File: config.mk
export PLATFORM = sky130hd
export DESIGN_NAME = aurora_tx_framer
export DESIGN_NICKNAME = d
export VERILOG_FILES = /design/src/rtl/aurora_pkg.sv /design/src/rtl/aurora_cc_timer.sv /design/src/rtl/aurora_tx_framer.sv
export SDC_FILE = /design/constraint.sdc
export NUM_CORES = 1
export LEC_CHECK = 0
export CAP_MARGIN = 40
export CORE_ASPECT_RATIO = 0.5
export CORE_MARGIN = 8
export CORE_UTILIZATION = 55
export CTS_CLUSTER_DIAMETER = 150
export DETAILED_ROUTE_END_ITERATION = 10
export DONT_BUFFER_PORTS = 1
export GPL_ROUTABILITY_DRIVEN = 1
export MAX_ROUTING_LAYER = met4
export PLACE_DENSITY = 0.73
export RECOVER_POWER = 25
export SYNTH_ARGS = -nofsm -noshare
export SYNTH_HDL_FRONTEND = slang
export SYNTH_SLANG_ARGS = --single-unit
File: constraint.sdc
create_clock -name clk -period 1.97 [get_ports clk]
set_input_delay 0.394 -clock clk [delete_from_list [all_inputs] [get_ports clk]]
set_output_delay 0.394 -clock clk [all_outputs]
set_load 0.005 [all_outputs]
File: src/rtl/aurora_pkg.sv
// Shared types for the Aurora TX path: per-lane ordered-set codes and framer states.
package aurora_pkg;

    localparam int unsigned LANE_W_DEFAULT = 16;
    localparam int unsigned OS_W           = 3;

    typedef enum logic [OS_W-1:0] {
        OS_IDLE = 3'd0,
        OS_SCP  = 3'd1,
        OS_ECP  = 3'd2,
        OS_DATA = 3'd3,
        OS_CC   = 3'd4
    } ordered_sets_e;

    typedef enum logic [2:0] {
        ST_IDLE = 3'd0,
        ST_SCP  = 3'd1,
        ST_DATA = 3'd2,
        ST_SER  = 3'd3,
        ST_ECP  = 3'd4,
        ST_CC   = 3'd5
    } framer_state_e;

endpackage

File: src/rtl/aurora_cc_timer.sv
// Clock-compensation interval timer; the first CC cycle counts as cycle 0 of the next period.
module aurora_cc_timer
#(
    parameter int unsigned CC_PERIOD = 5000
) (
    input  logic clk,
    input  logic rst_n,
    input  logic en,
    input  logic restart,
    output logic cc_due
);

    localparam int unsigned CNT_W = $clog2(CC_PERIOD);
    localparam logic [CNT_W-1:0] CNT_LAST = CNT_W'(CC_PERIOD - 1);

    logic [CNT_W-1:0] cnt_q;
    logic [CNT_W-1:0] cnt_n;

    always_comb begin
        cnt_n = cnt_q;
        if (restart) begin
            cnt_n = CNT_W'(1);
        end else if (cnt_q != CNT_LAST) begin
            cnt_n = cnt_q + CNT_W'(1);
        end
    end

    always_ff @(posedge clk or negedge rst_n) begin
        if (!rst_n) begin
            cnt_q  <= '0;
            cc_due <= 1'b0;
        end else if (!en) begin
            cnt_q  <= '0;
            cc_due <= 1'b0;
        end else begin
            cnt_q  <= cnt_n;
            cc_due <= (cnt_n == CNT_LAST);
        end
    end

endmodule

File: src/rtl/aurora_tx_framer.sv
// Aurora TX framer: wraps AXI-stream frames in SCP/ECP, fills gaps with IDLE,
// inserts periodic CC and optionally serialises each beat onto lane 0.
module aurora_tx_framer
    import aurora_pkg::*;
#(
    parameter int unsigned LANES     = 2,
    parameter int unsigned LANE_W    = LANE_W_DEFAULT,
    parameter int unsigned CC_PERIOD = 5000,
    parameter int unsigned CC_LEN    = 6
) (
    input  logic                      clk,
    input  logic                      rst_n,
    input  logic                      channel_up,
    input  logic                      single_lane,
    input  logic                      axi_valid,
    output logic                      axi_ready,
    input  logic                      axi_last,
    input  logic [LANES-1:0]          axi_keep,
    input  logic [LANES*LANE_W-1:0]   axi_data,
    output ordered_sets_e [LANES-1:0] lane_os,
    output logic [LANES*LANE_W-1:0]   lane_data
);

    localparam int unsigned DATA_W = LANES * LANE_W;
    localparam int unsigned IDX_W  = $clog2(LANES + 1);
    localparam int unsigned CCC_W  = $clog2(CC_LEN + 1);

    framer_state_e            state_q, state_d;
    logic                     mode_sl_q, mode_sl_d;
    logic                     ret_data_q, ret_data_d;
    logic [CCC_W-1:0]         cc_cnt_q, cc_cnt_d;
    logic [DATA_W-1:0]        buf_q, buf_d;
    logic [LANES-1:0]         keep_q, keep_d;
    logic [IDX_W-1:0]         idx_q, idx_d;
    logic                     last_q, last_d;
    ordered_sets_e [LANES-1:0] lane_os_d;
    logic [DATA_W-1:0]        lane_data_d;

    logic cc_due;
    logic cc_restart;
    logic accept;
    logic more_beat;
    logic more_ser;
    logic keep_contig;

    aurora_cc_timer #(
        .CC_PERIOD (CC_PERIOD)
    ) u_cc_timer (
        .clk     (clk),
        .rst_n   (rst_n),
        .en      (channel_up),
        .restart (cc_restart),
        .cc_due  (cc_due)
    );

    // Ready depends on registered state only, never on axi_valid.
    assign axi_ready = (state_q == ST_DATA) && !cc_due;
    assign accept    = axi_valid && axi_ready;

    assign cc_restart = channel_up && (state_q == ST_CC) && (cc_cnt_q == '0);

    // Contiguous-from-bit-0 keep masks have no set bit above a clear one.
    assign keep_contig = ((axi_keep + LANES'(1)) & axi_keep) == LANES'(0);

    always_comb begin
        more_beat = 1'b0;
        for (int i = 1; i < LANES; i++) begin
            if (axi_keep[i]) more_beat = 1'b1;
        end
        more_ser = 1'b0;
        for (int i = 0; i < LANES; i++) begin
            if ((i > int'(idx_q)) && keep_q[i]) more_ser = 1'b1;
        end
    end

    // Next state and next output words; outputs lag the state by one cycle.
    always_comb begin
        state_d     = state_q;
        mode_sl_d   = mode_sl_q;
        ret_data_d  = ret_data_q;
        cc_cnt_d    = cc_cnt_q;
        buf_d       = buf_q;
        keep_d      = keep_q;
        idx_d       = idx_q;
        last_d      = last_q;
        lane_data_d = '0;
        for (int i = 0; i < LANES; i++) lane_os_d[i] = OS_IDLE;

        if (!channel_up) begin
            state_d  = ST_IDLE;
            cc_cnt_d = '0;
        end else begin
            case (state_q)
                ST_IDLE: begin
                    if (cc_due) begin
                        state_d    = ST_CC;
                        ret_data_d = 1'b0;
                    end else if (axi_valid) begin
                        state_d   = ST_SCP;
                        mode_sl_d = single_lane;
                    end
                end
                ST_SCP: begin
                    lane_os_d[0] = OS_SCP;
                    if (cc_due) begin
                        state_d    = ST_CC;
                        ret_data_d = 1'b1;
                    end else begin
                        state_d = ST_DATA;
                    end
                end
                ST_DATA: begin
                    if (accept) begin
                        if (mode_sl_q) begin
                            if (axi_keep[0]) begin
                                lane_os_d[0]             = OS_DATA;
                                lane_data_d[LANE_W-1:0]  = axi_data[LANE_W-1:0];
                            end
                            if (more_beat) begin
                                state_d = ST_SER;
                                buf_d   = axi_data;
                                keep_d  = axi_keep;
                                idx_d   = IDX_W'(1);
                                last_d  = axi_last;
                            end else if (axi_last) begin
                                state_d = ST_ECP;
                            end
                        end else begin
                            for (int i = 0; i < LANES; i++) begin
                                if (axi_keep[i]) begin
                                    lane_os_d[i]                    = OS_DATA;
                                    lane_data_d[i*LANE_W +: LANE_W] = axi_data[i*LANE_W +: LANE_W];
                                end
                            end
                            if (axi_last) state_d = ST_ECP;
                        end
                    end else if (cc_due) begin
                        state_d    = ST_CC;
                        ret_data_d = 1'b1;
                    end
                end
                ST_SER: begin
                    lane_os_d[0]            = OS_DATA;
                    lane_data_d[LANE_W-1:0] = buf_q[int'(idx_q)*LANE_W +: LANE_W];
                    if (more_ser) begin
                        idx_d = idx_q + IDX_W'(1);
                    end else begin
                        state_d = last_q ? ST_ECP : ST_DATA;
                    end
                end
                ST_ECP: begin
                    lane_os_d[0] = OS_ECP;
                    if (cc_due) begin
                        state_d    = ST_CC;
                        ret_data_d = 1'b0;
                    end else if (axi_valid) begin
                        state_d   = ST_SCP;
                        mode_sl_d = single_lane;
                    end else begin
                        state_d = ST_IDLE;
                    end
                end
                ST_CC: begin
                    for (int i = 0; i < LANES; i++) lane_os_d[i] = OS_CC;
                    if (cc_cnt_q == CCC_W'(CC_LEN - 1)) begin
                        cc_cnt_d = '0;
                        state_d  = ret_data_q ? ST_DATA : ST_IDLE;
                    end else begin
                        cc_cnt_d = cc_cnt_q + CCC_W'(1);
                    end
                end
                default: begin
                    state_d = ST_IDLE;
                end
            endcase
        end
    end

    always_ff @(posedge clk or negedge rst_n) begin
        if (!rst_n) begin
            state_q    <= ST_IDLE;
            mode_sl_q  <= 1'b0;
            ret_data_q <= 1'b0;
            cc_cnt_q   <= '0;
            buf_q      <= '0;
            keep_q     <= '0;
            idx_q      <= '0;
            last_q     <= 1'b0;
            lane_data  <= '0;
            for (int i = 0; i < LANES; i++) lane_os[i] <= OS_IDLE;
        end else begin
            state_q    <= state_d;
            mode_sl_q  <= mode_sl_d;
            ret_data_q <= ret_data_d;
            cc_cnt_q   <= cc_cnt_d;
            buf_q      <= buf_d;
            keep_q     <= keep_d;
            idx_q      <= idx_d;
            last_q     <= last_d;
            lane_data  <= lane_data_d;
            lane_os    <= lane_os_d;
        end
    end

    // Upstream must present keep masks contiguous from lane 0.
    a_keep_contig: assert property (@(posedge clk) disable iff (!rst_n)
        accept |-> keep_contig);

endmodule

# Yosys cells after proc, flatten, opt, wreduce, memory -nomap -nowiden

Cells that the tools add are included.

Register bits: 97
Bits of input ports: 40
Output and inout port bits: 39
Logic and storage cells: 102

Add/sub/neg operators: 3
$lt $le $gt $ge: 1
Eq/ne operators: 19
Shift-type cells: 1
Mux-type cells: 48
Bitwise operators: 1
Reduce and logical (&&, ||, !) cells: 16

Operator list:

| operator                                                              | number |
|---|---|
| 16-bit two-way mux                                                    | 4 |
| 32-bit two-way mux                                                    | 2 |
| 3-bit two-way mux                                                     | 16 |
| 13-bit two-way mux                                                    | 3 |
| 16-bit case mux with 2 select lines                                   | 1 |
| 32-bit by 7-bit indexed part select with 16-bit output                | 1 |
| 3-bit case mux with 6 select lines                                    | 1 |
| 2-bit two-way mux                                                     | 8 |
| 3-bit case mux with 5 select lines                                    | 1 |
| 13-bit by 1-bit adder with 13-bit output, second input constant       | 1 |
| 13-bit equality test, second input constant                           | 1 |
| 13-bit != test, second input constant                                 | 1 |
| 4-bit AND reduction                                                   | 3 |
| 2-bit != test, second input constant                                  | 5 |
| 3-bit equality test, second input constant                            | 3 |
| 4-bit by 3-bit != test with 1-bit output, second input constant       | 2 |
| 1-bit two-way mux                                                     | 7 |
| 3-bit by 2-bit equality test with 1-bit output, second input constant | 2 |
| 3-bit logical NOT                                                     | 2 |
| 6-bit two-way mux                                                     | 1 |
| 3-bit case mux with 2 select lines                                    | 1 |
| 6-bit AND reduction                                                   | 1 |
| 1-bit logical AND                                                     | 5 |
| 5-bit two-way mux                                                     | 1 |
| other kinds (15)                                                      | 16 |

# Depth between registers and ports, before layout

Depth after elaboration: 6
Depth in mapped cells: 9
Gate-level depth less buffers: 7

# By module

From an unflattened synthesis, not the netlist that was laid out.

Cells, all modules: 356
Area, all modules: 4,315.4 sq um

Modules (own cells, without submodules):

| module           | instances | cells an instance | area an instance (sq um) | sequential area each (sq um) |
|---|---|---|---|---|
| aurora_tx_framer | 1         | 270               | 3,464.6                  | 2,026.9 |
| aurora_cc_timer  | 1         | 86                | 850.8                    | 350.3 |

# Worst setup path before layout

Ideal clock, no wire load.

Path kind: reg-to-reg
From: register idx_q[0]
To: register state_q[1]
Setup time: 0.078 ns
Arrival: 1.785 ns
Data required time: 1.892 ns
Slack: 0.107 ns
Stages on the path, launching flop included: 10
Buffers on the path: 2
Period minus slack after synthesis: 1.863 ns
Cells stage by stage: dfrtp_1 clkbuf_1 buf_1 inv_1 ha_1 nand2_1 nor2_1 nor3_1 o21ai_0 a21oi_1

Word-level cells in the longest chain between the ends: 5

Ends and longest elaborated chain:

| what                                                     | RTL line                | RTL |
|---|---|---|
| from (decl)                                              | aurora_tx_framer.sv:34  | `logic [IDX_W-1:0] idx_q, idx_d;` |
| from (signal assigned)                                   | aurora_tx_framer.sv:198 | `idx_q <= idx_d;` |
| 1-bit by 2-bit greater-than comparator with 1-bit output | aurora_tx_framer.sv:72  | `if ((i > int'(idx_q)) && keep_q[i]) more_ser = 1'b1;` |
| 1-bit logical AND                                        | aurora_tx_framer.sv:72  |  |
| 1-bit two-way mux                                        | aurora_tx_framer.sv:72  |  |
| 3-bit != test (no source line)                           | -                       |  |
| 4-bit AND reduction (no source line)                     | -                       |  |
| to (signal assigned)                                     | aurora_tx_framer.sv:192 | `state_q <= state_d;` |
| to (decl)                                                | aurora_tx_framer.sv:28  | `framer_state_e state_q, state_d;` |

Every way passes these cells.
A chain may end at the register's enable or synchronous reset.

# Final worst setup path

From: register u_cc_timer.cnt_q[0]
To: register u_cc_timer.cc_due

Word-level cells in the longest chain between the ends: 5
Elaborated cells on any way between the ends: 6
Classes of those cells: 1 x add/sub; 2 x eq/ne; 3 x mux

Ends and longest elaborated chain:

| what                                                                              | RTL line                                     | RTL |
|---|---|---|
| from (decl)                                                                       | aurora_cc_timer.sv:16                        | `logic [CNT_W-1:0] cnt_q;` |
| from (signal assigned)                                                            | aurora_cc_timer.sv:36                        | `cnt_q <= cnt_n;` |
| 13-bit by 1-bit adder with 13-bit output / 13-bit != test (equally long branches) | aurora_cc_timer.sv:24, aurora_cc_timer.sv:23 |  |
| 13-bit two-way mux (*)                                                            | aurora_cc_timer.sv:23                        | `end else if (cnt_q != CNT_LAST) begin` |
| 13-bit two-way mux (*)                                                            | aurora_cc_timer.sv:21                        | `if (restart) begin` |
| 13-bit equality test (*)                                                          | aurora_cc_timer.sv:37                        | `cc_due <= (cnt_n == CNT_LAST);` |
| 1-bit two-way mux (*)                                                             | aurora_cc_timer.sv:32                        | `end else if (!en) begin` |
| to (signal assigned)                                                              | aurora_cc_timer.sv:37                        |  |
| to (decl)                                                                         | aurora_cc_timer.sv:10                        | `output logic cc_due` |

Every way passes the cells marked *; elsewhere a longest branch is shown, timed or not.

==> impl_metrics.env <==
export IMPL_status="complete, but fails checks"
export IMPL_violations="hold timing"
export IMPL_htree_levels=3
export IMPL_pwr_density_cell_nw_per_um2=1050
export IMPL_overflow=0
export IMPL_initial_utilization_pct=55.4
export IMPL_die_x_um=142
export IMPL_nFillCells=619
export IMPL_synth_cell_types=55
export IMPL_worstSetupPathType="flop to flop"
export IMPL_crit_required_ps=2250
export IMPL_ys_seq_area_share_pct=54.3
export IMPL_io_buffers=0
export IMPL_power_leakage_nw=2.26
export IMPL_core_um2=7830
export IMPL_ys_ff_latch=94
export IMPL_die_y_um=78.8
export IMPL_synth_cells=360
export IMPL_slew_viol_final=0
export IMPL_max_cap_viol_count=0
export IMPL_hp_class="input pin to async pin"
export IMPL_slew_headroom_pct=74.8
export IMPL_synth_cell_area_um2=4330
export IMPL_fp_dieArea_um2=11100
export IMPL_place_congestion=0.841
export IMPL_path_clk_slew_ps=60
export IMPL_ant_nets=0
export IMPL_wl_per_cell_um=19.6
export IMPL_syn_area_per_cell_um2=12.0
export IMPL_setup_viol_count_final=0
export IMPL_max_freq_mhz=541
export IMPL_synth_nets=402
export IMPL_io_pins=79
export IMPL_tritoncts="yes"
export IMPL_wl_mm=9.42
export IMPL_drcViolationCount=0
export IMPL_fin_total_pwr_mw=5.04
export IMPL_dp_cells=464
export IMPL_firstDrtPassIters=5
export IMPL_vias_per_cell=5.77
export IMPL_synth_edf_count=0
export IMPL_synth_top_flop_cell="dfrtp_1"
export IMPL_tightest_slew_ps=378
export IMPL_worstPathArrival_ps=2120
export IMPL_startpoint_type="flop"
export IMPL_path_cells="ha_1 -> and3_1 -> or4_1 -> a211oi_1 -> and4_1"
export IMPL_grt_max_degree=95
export IMPL_clk_latency_ps=340
export IMPL_layout_drive_gt1_share_pct=24.2
export IMPL_fin_crit_ps=1850
export IMPL_dp_hpwl_mm=6.59
export IMPL_holdWs_ps=-258
export IMPL_grt_pass1_vias=2894
export IMPL_peakVddDrop_mv=0.547
export IMPL_cts_root_buffer="clkbuf_16"
export IMPL_diodes=0
export IMPL_nets=405
export IMPL_drt_iter0_markers=171
export IMPL_cp_slowest_cell="dfrtp_1"
export IMPL_grtUsageTotal_pct=17.9
export IMPL_fp_row_count=23
export IMPL_clockBufferDepth=2
export IMPL_finalHoldViolCount=94
export IMPL_grt_pass1_wl_mm=15.0
export IMPL_layout_area_overhead_vs_synth_pct=10.8
export IMPL_postCtsSetupBuffers=0
export IMPL_synth_warnings=0
export IMPL_period_share_pct=93.8
export IMPL_rsz0062_at_grt="false"
export IMPL_final_cells=480
export IMPL_final_core_util_pct=61.3
export IMPL_crit_path_max_incr_delay_ps=420
export IMPL_clock_sinks=94
export IMPL_antenna_found_initial=0
export IMPL_cts_buffers=9
export IMPL_critPathMaxFanout=5
export IMPL_setup_worst_path_end_class="flop"
export IMPL_async_reset_ff_share_pct=100
export IMPL_vias=2771
export IMPL_fin_setup_tns_ps=0
export IMPL_finClkSkew_ps=7.30
## through the flow
step	setup WS (ps)	area (um2)	hold WS [ps]
global route	9.92	4800	-269
finish	122	4800	-258
floorplan	107	4330	98.4
detailed placement	133	4470	101
global placement	183	4470	102
CTS	111	4790	-272
## routing by layer
| layer | up-vias | track usage [%] | share of wire [%] |
|---|---|---|---|
| met4 | 0 | 8.50 | 2.4 |
| met3 | 20 | 4.61 | 5.5 |
| met5 | - | - | 0 |
| met2 | 82 | 27.2 | 48 |
| li1 | 1269 | - | - |
| met1 | 1400 | 22.3 | 44 |
## worst paths after layout
kind | from | slack [ps] | end | cells past startpoint
worst max-delay path | u_cc_timer.cnt_q[0] | 120 | u_cc_timer.cc_due | 5
worst min-delay path | rst_n | -260 | u_cc_timer.cnt_q[6] | 0
worst max register to register | u_cc_timer.cnt_q[0] | 120 | u_cc_timer.cc_due | 5
worst min register to register | keep_q[1] | 470 | keep_q[1] | 1
max in group asynchronous | rst_n | 2090 | buf_q[13] | 0
min in group clk | channel_up | 170 | state_q[0] | 1
## registers in the layout, indices dropped and copies added, names as in the netlist
name and cells:
buf_q 32, lane_data 32, u_cc_timer.cnt_q 13, lane_os 4, cc_cnt_q 3, state_q 3, idx_q 2, keep_q 1
last_q 1, mode_sl_q 1, ret_data_q 1, u_cc_timer.cc_due 1
## cells in the mapped netlist, drive strengths merged (3+ instances only)
| cell | number | area, um2 |
|---|---|---|
| nand3 | 7 | 40.0 |
| a21oi | 9 | 45.0 |
| buf | 12 | 85.1 |
| inv | 7 | 26.3 |
| a22oi | 16 | 120 |
| nand3b | 3 | 22.5 |
| mux2 | 50 | 672 |
| o21ai | 5 | 25.0 |
| nor4 | 6 | 43.8 |
| clkbuf | 10 | 40.0 |
| xnor2 | 10 | 87.6 |
| nand2b | 5 | 31.3 |
| dfrtp | 94 | 2350 |
| nor2 | 46 | 180 |
| nor3 | 9 | 45.0 |
| nand2 | 14 | 52.6 |
| and2 | 17 | 106 |
| xor2 | 3 | 26.3 |
| a31oi | 3 | 18.8 |
## logic make-up (layout without fill, tap and decap cells)
logic type / after synthesis / count (layout) / share of synthesized area (%)
simple gates: 122 / 122 / 15.2
flops: 94 / 94 / 54.3
mux: 51 / 51 / 15.7
compound gates: 49 / 49 / 8.09
buf+inv: 29 / 37 / 3.49
xor+xnor: 13 / 13 / 2.63
fa+ha+maj: 2 / 2 / 0.577
## cell usage in the layout, fill, tap and decap left out, types with 10 or more instances in the layout
cell type,synthesis,routed
mux2_2,21,21
and2_1,17,17
mux2_4,29,29
nor2_1,45,45
dfrtp_1,94,94
nand2_1,14,14
xnor2_1,10,10
buf_4,3,13
a22oi_1,16,16
## layout make-up
type | instances | area [um2] | area share (%)
clock inverter | 6 | 93.8 | 1.96
multi-input combinational | 237 | 1840 | 38.3
timing repair buffer | 14 | 118 | 2.45
inverter | 7 | 26.3 | 0.547
sequential | 94 | 2350 | 49.0
tap | 112 | 140 | 2.92
clock buffer | 10 | 229 | 4.77
## critical path: cells and delay by family (launching register included)
family	cells	cell delay, ps
compound gates	1	250
fa+ha+maj	1	260
simple gates	3	860
flops	1	420
## repair_timing
| action | 4_1_cts | 5_1_grt |
|---|---|---|
| resized for setup | 0 | 2 |
| endpoints found under the setup margin | 0 | 1 |
| endpoints found under the hold margin | 94 | 94 |
## power by group
part	switching, mW	internal [mW]
Clock	0.755	1.13
Sequential	0.188	2.19
Combinational	0.287	0.497
Total	1.23	3.81
No activity file was read; power rests on OpenSTA's default activity.
